File: src/rtl/adder_tree_pkg.sv
// Shared width helpers and saturation limits for the pipelined adder tree.
package adder_tree_pkg;

    function automatic int at_clog2(input int n);
        int r;
        r = 0;
        for (int i = 0; i < 31; i++) begin
            if ((1 << i) < n) r = i + 1;
        end
        return r;
    endfunction

    function automatic int at_levels(input int num_input);
        return at_clog2(num_input);
    endfunction

    function automatic int at_out_width(input int data_width, input int num_input, input int acc_bits);
        return data_width + at_clog2(num_input) + acc_bits;
    endfunction

    function automatic longint at_sat_max(input int width);
        return (longint'(1) << (width - 1)) - longint'(1);
    endfunction

    function automatic longint at_sat_min(input int width);
        return -(longint'(1) << (width - 1));
    endfunction

endpackage

File: src/rtl/adder_tree_level.sv
// One register level of the adder tree: pairwise sign-extended adds plus sideband.
module adder_tree_level #(
    parameter int IN_NUM   = 8,
    parameter int IN_WIDTH = 16
) (
    input  logic                                   clk,
    input  logic                                   rst,
    input  logic                                   i_stall,
    input  logic                                   i_valid,
    input  logic                                   i_acc_en,
    input  logic                                   i_last,
    input  logic [IN_NUM*IN_WIDTH-1:0]             i_data,
    output logic                                   o_valid,
    output logic                                   o_acc_en,
    output logic                                   o_last,
    output logic [(IN_NUM/2)*(IN_WIDTH+1)-1:0]     o_data
);

    localparam int OUT_NUM   = IN_NUM / 2;
    localparam int OUT_WIDTH = IN_WIDTH + 1;

    logic [OUT_NUM*OUT_WIDTH-1:0] w_sum;
    logic                         r_valid;
    logic                         r_acc_en;
    logic                         r_last;
    logic [OUT_NUM*OUT_WIDTH-1:0] r_data;

    genvar k;
    generate
        for (k = 0; k < OUT_NUM; k++) begin : g_pair
            logic [IN_WIDTH-1:0] w_a;
            logic [IN_WIDTH-1:0] w_b;
            assign w_a = i_data[(2*k)*IN_WIDTH +: IN_WIDTH];
            assign w_b = i_data[(2*k+1)*IN_WIDTH +: IN_WIDTH];
            // One bit of growth per level, so the pairwise sum can never overflow.
            assign w_sum[k*OUT_WIDTH +: OUT_WIDTH] = {w_a[IN_WIDTH-1], w_a} + {w_b[IN_WIDTH-1], w_b};
        end
    endgenerate

    always_ff @(posedge clk) begin
        if (rst) begin
            r_valid  <= 1'b0;
            r_acc_en <= 1'b0;
            r_last   <= 1'b0;
            r_data   <= '0;
        end else if (!i_stall) begin
            r_valid  <= i_valid;
            r_acc_en <= i_acc_en;
            r_last   <= i_last;
            r_data   <= w_sum;
        end
    end

    assign o_valid  = r_valid;
    assign o_acc_en = r_acc_en;
    assign o_last   = r_last;
    assign o_data   = r_data;

endmodule

File: src/rtl/adder_tree_pipe.sv
// Pipelined N-input signed adder tree with multi-beat accumulation and ready/valid output.
// Define ADDER_TREE_SAT_EN to make the accumulate/final add saturate and drive o_sat.
module adder_tree_pipe
    import adder_tree_pkg::*;
#(
    parameter int DATA_WIDTH = 16,
    parameter int NUM_INPUT  = 8,
    parameter int ACC_BITS   = 8
) (
    input  logic                                                   clk,
    input  logic                                                   rst,
    input  logic                                                   i_en,
    input  logic [NUM_INPUT-1:0]                                   i_valid,
    input  logic [NUM_INPUT*DATA_WIDTH-1:0]                        i_data_bus,
    input  logic                                                   i_acc_en,
    input  logic                                                   i_last,
    output logic                                                   o_ready,
    output logic                                                   o_valid,
    output logic [at_out_width(DATA_WIDTH, NUM_INPUT, ACC_BITS)-1:0] o_data_bus,
    output logic                                                   o_sat,
    input  logic                                                   i_ready
);

    localparam int LEVELS    = at_levels(NUM_INPUT);
    localparam int TREE_W    = DATA_WIDTH + LEVELS;
    localparam int OUT_WIDTH = at_out_width(DATA_WIDTH, NUM_INPUT, ACC_BITS);

    logic                            w_stall;
    logic                            w_accept;
    logic [NUM_INPUT*DATA_WIDTH-1:0] w_masked;

    assign w_stall  = o_valid & ~i_ready;
    assign o_ready  = ~w_stall;
    assign w_accept = i_en & (|i_valid);

    always_comb begin
        w_masked = '0;
        for (int k = 0; k < NUM_INPUT; k++) begin
            if (i_valid[k]) w_masked[k*DATA_WIDTH +: DATA_WIDTH] = i_data_bus[k*DATA_WIDTH +: DATA_WIDTH];
        end
    end

    genvar g;
    generate
        for (g = 0; g < LEVELS; g++) begin : g_lvl
            logic [(NUM_INPUT>>g)*(DATA_WIDTH+g)-1:0]         w_in;
            logic                                             w_in_valid;
            logic                                             w_in_acc;
            logic                                             w_in_last;
            logic [(NUM_INPUT>>(g+1))*(DATA_WIDTH+g+1)-1:0]   w_out;
            logic                                             w_out_valid;
            logic                                             w_out_acc;
            logic                                             w_out_last;

            if (g == 0) begin : g_src
                assign w_in       = w_masked;
                assign w_in_valid = w_accept;
                assign w_in_acc   = i_acc_en;
                assign w_in_last  = i_last;
            end else begin : g_src
                assign w_in       = g_lvl[g-1].w_out;
                assign w_in_valid = g_lvl[g-1].w_out_valid;
                assign w_in_acc   = g_lvl[g-1].w_out_acc;
                assign w_in_last  = g_lvl[g-1].w_out_last;
            end

            adder_tree_level #(
                .IN_NUM   (NUM_INPUT >> g),
                .IN_WIDTH (DATA_WIDTH + g)
            ) u_level (
                .clk      (clk),
                .rst      (rst),
                .i_stall  (w_stall),
                .i_valid  (w_in_valid),
                .i_acc_en (w_in_acc),
                .i_last   (w_in_last),
                .i_data   (w_in),
                .o_valid  (w_out_valid),
                .o_acc_en (w_out_acc),
                .o_last   (w_out_last),
                .o_data   (w_out)
            );
        end
    endgenerate

    logic                 w_tv;
    logic                 w_tacc;
    logic                 w_tlast;
    logic [TREE_W-1:0]    w_tree_sum;
    logic [OUT_WIDTH-1:0] w_s_ext;
    logic [OUT_WIDTH-1:0] w_sum;
    logic [OUT_WIDTH-1:0] r_acc;
    logic [OUT_WIDTH-1:0] r_data;
    logic                 r_valid;

    assign w_tv       = g_lvl[LEVELS-1].w_out_valid;
    assign w_tacc     = g_lvl[LEVELS-1].w_out_acc;
    assign w_tlast    = g_lvl[LEVELS-1].w_out_last;
    assign w_tree_sum = g_lvl[LEVELS-1].w_out;
    assign w_s_ext    = OUT_WIDTH'(signed'(w_tree_sum));

`ifdef ADDER_TREE_SAT_EN
    localparam logic [OUT_WIDTH-1:0] SAT_MAX = OUT_WIDTH'(at_sat_max(OUT_WIDTH));
    localparam logic [OUT_WIDTH-1:0] SAT_MIN = OUT_WIDTH'(at_sat_min(OUT_WIDTH));

    logic [OUT_WIDTH:0] w_wide;
    logic               w_clamp;
    logic               r_sat;
    logic               r_sticky;

    // Overflow shows up as the two top bits of the one-bit-wider sum disagreeing.
    assign w_wide  = {r_acc[OUT_WIDTH-1], r_acc} + {w_s_ext[OUT_WIDTH-1], w_s_ext};
    assign w_clamp = w_wide[OUT_WIDTH] ^ w_wide[OUT_WIDTH-1];
    assign w_sum   = !w_clamp ? w_wide[OUT_WIDTH-1:0] : (w_wide[OUT_WIDTH] ? SAT_MIN : SAT_MAX);

    always_ff @(posedge clk) begin
        if (rst) begin
            r_sat    <= 1'b0;
            r_sticky <= 1'b0;
        end else if (!w_stall) begin
            r_sat <= 1'b0;
            if (w_tv && w_tacc) begin
                if (!w_tlast) begin
                    r_sticky <= r_sticky | w_clamp;
                end else begin
                    r_sat    <= r_sticky | w_clamp;
                    r_sticky <= 1'b0;
                end
            end
        end
    end

    assign o_sat = r_sat;
`else
    assign w_sum = r_acc + w_s_ext;
    assign o_sat = 1'b0;
`endif

    always_ff @(posedge clk) begin
        if (rst) begin
            r_valid <= 1'b0;
            r_data  <= '0;
            r_acc   <= '0;
        end else if (!w_stall) begin
            // Output register reads as zero whenever it holds no result.
            r_valid <= 1'b0;
            r_data  <= '0;
            if (w_tv) begin
                if (!w_tacc) begin
                    r_valid <= 1'b1;
                    r_data  <= w_s_ext;
                end else if (!w_tlast) begin
                    r_acc <= w_sum;
                end else begin
                    r_valid <= 1'b1;
                    r_data  <= w_sum;
                    r_acc   <= '0;
                end
            end
        end
    end

    assign o_valid    = r_valid;
    assign o_data_bus = r_data;

endmodule

File: config.mk
export PLATFORM = sky130hd
export DESIGN_NAME = adder_tree_pipe
export DESIGN_NICKNAME = d
export VERILOG_FILES = /design/src/rtl/adder_tree_pkg.sv /design/src/rtl/adder_tree_level.sv /design/src/rtl/adder_tree_pipe.sv
export SDC_FILE = /design/constraint.sdc
export NUM_CORES = 1
export LEC_CHECK = 0
export CORE_MARGIN = 2
export CORE_UTILIZATION = 45
export CTS_CLUSTER_SIZE = 20
export DETAILED_ROUTE_END_ITERATION = 10
export GPL_ROUTABILITY_DRIVEN = 0
export PLACE_DENSITY = 0.69
export SETUP_SLACK_MARGIN = 0.1
export SLEW_MARGIN = 40
export SYNTH_ARGS = -nofsm -noshare
export SYNTH_HDL_FRONTEND = slang
export SYNTH_SLANG_ARGS = --single-unit
export TNS_END_PERCENT = 50
File: constraint.sdc
create_clock -name clk -period 2.7 [get_ports clk]
set_clock_uncertainty 0.1 [all_clocks]
set_input_delay 0.27 -clock clk [delete_from_list [all_inputs] [get_ports clk]]
set_output_delay 0.27 -clock clk [all_outputs]
set_load 0.01 [all_outputs]
==> key figures <==
Status
  – Status: finished, violations left
  – Failing checks: negative setup slack

Logic synthesis
  – XOR/XNOR Fraction of Synth Area: 5.74%
  – Compound-Gate Fraction of Synth Area: 23.3%
  – Largest family of logic cells by synthesized area: simple AND/OR/NAND/NOR gates
  – EDFF count, synth: 0
  – Post-synthesis cell type count: 88
  – Mapped Nets: 2038
  – Post-synthesis mux area share: 0.592%
  – #FFs+latches synth: 187
  – Mapped Area: 13700 µm²
  – Post-Synth Adder-Cell Area: 14.1%
  – Syn Inst Count: 1746
  – Synth warnings: 0
  – Avg Cell Area, Syn: 7.87 µm²
  – Post-Synth Simple-Gate Area: 25.4%
  – Main synth FF type: dfxtp_1
  – Synth async-reset ratio: 0%
  – Register area share after synthesis: 27.3%

Global routing
  – Total GRT Usage: 23.7%
  – Initial antenna violation count: 0
  – Remaining global-route overflow: 0
  – First-pass GRT wire length: 61800 µm
  – Vias in the first global route: 13.0k
  – Largest net degree at the start of global routing: 117

Layout
  – Area of the multi-input gates: 10100 µm²
  – Fillcell total: 2654
  – Nets: 2323
  – ANT cells: 0
  – Non-filler cells, final: 2434
  – Seq. cell area: 3760 µm²
  – Area grow syn2layout: 32.8%
  – Share of layout cells above drive strength 1: 16.6%

Timing
  – Max-slew violation count: 0
  – Worst rel slew slack: 46.6%
  – Final Hold Vio Count: 0
  – Min cycle time layout: 2790 ps
  – Final setup vio count: 4
  – Setup TNS: -273 ps
  – Worst slew pin tran: 800 ps
  – Tcrit/Tclk final: 103%
  – RSZ-0062 raised after global routing: true
  – Max Clk Rate: 358 MHz
  – Setup WS post-layout: -89.5 ps

Floorplan
  – Initial Util: 46.0%
  – Chip height: 179 µm
  – Die ar.: 31900 µm²
  – Top Ports: 172
  – Core footprint: 29900 µm²
  – Die W: 179 µm
  – Num rows: 63

Detailed routing
  – # DRC: 0
  – Initial DRC Count: 879
  – Via count: 13.3k
  – DR pass1 iterations: 7
  – Post-route ant nets: 0
  – Routed len/inst: 15.8 µm
  – Vias per cell: 5.48
  – Final wirelength: 38300 µm

Min path
  – Hold Path Class: input port to flop
  – Hold EP: g_lvl[2].u_level.o_data[18]
  – Worst Min Path Start: rst
  – Hold path cells: 2

Worst setup path
  – Crit path launch type: flop
  – Worst Setup Path Type: flop to flop
  – Required @ worst endpoint: 2950 ps
  – WP data arrival: 3040 ps
  – Critical path fanouts, max: 3
  – Element type at the critical path end: flop
  – Crit. Startpoint: r_acc[0]
  – Reg2Reg Capture Point: o_data_bus[24]
  – R2r setup slk: -90 ps
  – Origin of the critical flop-to-flop path: r_acc[0]
  – Cells on worst reg2reg path: 11

Clock tree
  – Clk Tree Root Cell: clkbuf_16
  – Hold_buf cts: 0
  – Clk_lat worst skew: 440 ps
  – Number of H-tree levels: 4
  – Clock tree sinks: 187
  – Num CTS Buffers: 17
  – Clock transition at the registers of the reported paths: 70 ps
  – Longest Clk Path Bufs: 2
  – CTS tree: built

Run
  – Max-cap violation count: 0

Place
  – DP HPWL: 29000 µm
  – I/O Buffers: 170
  – # placed instances: 2391

Power and ir drop
  – P per Cell Area: 469 nW/µm²
  – VDD IR max: 0.000501 V
  – Leakage power: 7.86 nW
==> repair_timing <==
item | 4_1_cts | 5_1_grt
buffers inserted | 3 | 8
resized for setup | 42 | 91
gates cloned | 0 | 0
pin swaps | 25 | 69
setup endpoints to repair | 36 | 52
==> cells in the mapped netlist, types with 8 or more instances <==
master	n	share of area (%)
nand2_1	221	6.0
dfxtp_1	187	27
a21oi_1	183	6.7
ha_1	142	13
and2_1	139	6.3
nor2_1	120	3.3
xnor2_1	71	4.5
clkbuf_1	68	1.9
nand3_1	66	2.4
o21ai_0	52	1.9
a21o_1	45	2.5
inv_1	41	1.1
nor3_1	32	1.2
a22oi_1	26	1.4
o21bai_1	25	1.4
o211ai_1	21	1.1
xor2_1	19	1.2
nand4_1	18	0.82
or3_1	17	0.77
a31oi_1	15	0.68
or4_1	13	0.71
a211oi_1	12	0.66
o21a_1	12	0.66
buf_1	11	0.30
nor2b_1	11	0.50
and3_1	9	0.41
nor4b_1	9	0.57
a311oi_1	8	0.51
fa_1	8	1.2
nor3b_1	8	0.44
==> cells by family after synthesis <==
| group | after synthesis |
|---|---|
| adders and majority gates | 150 |
| DFF | 187 |
| buffers and inverters | 125 |
| other | 1 |
| muxes | 8 |
| and+or+nand+nor | 696 |
| AOI/OAI and AO/OA | 489 |
| xor gates and xnor gates | 90 |
==> state kept, by name, summed over array words and instances, names as in the netlist <==
signal                  count
g_lvl.u_level.o_data      123
o_data_bus                 27
r_acc                      27
g_lvl.u_level.o_acc_en      3
g_lvl.u_level.o_last        3
g_lvl.u_level.o_valid       3
o_valid                     1
==> routing by layer <==
metal  routed length [µm]  GRT usage (%)  vias up
li1                     -              -     6849
met1                17100           28.6     6169
met2                19400           43.8      274
met3                 1130           3.07       44
met4                  724           6.64        0
met5                    0              0        -
==> where the power goes <==
group / total [mW] / internal, mW / switching [mW]
clock network: 2.72 / 1.57 / 1.15
registers: 3.21 / 3.00 / 0.209
logic: 2.63 / 1.32 / 1.30
total: 8.56 / 5.90 / 2.67
==> cell type report <==
type	instances	area share, %
clock buffer	18	2.35
multi-input combinational	1434	55.3
inverter	43	0.892
timing repair buffer	348	17.1
tap	390	2.68
clock inverter	14	1.10
sequential	187	20.6
==> metrics by stage <==
step / area [µm²] / hold slack, ps / setup slack [ps] / total power [mW] / utilization [%]
6_report: 18200 / 64.8 / -89.5 / 8.56 / 61.1
3_5_place_dp: 17000 / 346 / -576 / 5.70 / 56.7
4_1_cts: 17800 / 40.6 / -4.38 / 8.46 / 59.4
5_1_grt: 18200 / 69.0 / -178 / 9.03 / 61.1
2_1_floorplan: 13800 / 310 / 74.2 / 4.81 / -
3_3_place_gp: 16900 / 339 / -457 / 5.66 / 56.7
==> cell usage in the layout (no fill, tap or decap), types with 21 or more instances in the layout <==
cell             synthesis  layout
a21o_1                  45      45
nor3_1                  32      28
buf_4                    1     169
xnor2_1                 71      68
and2_1                 139     135
ha_1                   142     131
o21bai_1                25      24
nand2_1                221     221
nand3_1                 66      66
inv_1                   41      41
o211ai_1                21      21
a21oi_1                183     162
nor2_1                 120     118
dfxtp_1                187     179
a22oi_1                 26      25
clkdlybuf4s50_1          0     160
o21ai_0                 52      43
==> worst max-delay path by stage <==
stage | depth (start not counted) | slack [ps] | end
after floorplan | 10 | 70 | r_acc[26]
after global placement | 12 | -460 | g_lvl[0].u_level.o_data[31]
after detailed placement | 12 | -580 | g_lvl[0].u_level.o_data[32]
after CTS | 10 | -4 | r_acc[26]
after global routing | 11 | -180 | o_data_bus[24]
final | 11 | -90 | o_data_bus[24]
==> worst max-delay path, stage by stage, from the launching register on <==
cell       delay, ps
dfxtp_2          340
ha_4             160
fa_2             390
a211oi_2         280
o21ai_2          140
o2111ai_2        230
a211o_1          240
a21o_1           210
buf_6            150
o21ai_4           60
xnor2_2          160
a221oi_1         250
(Power assumes the default switching activity.)
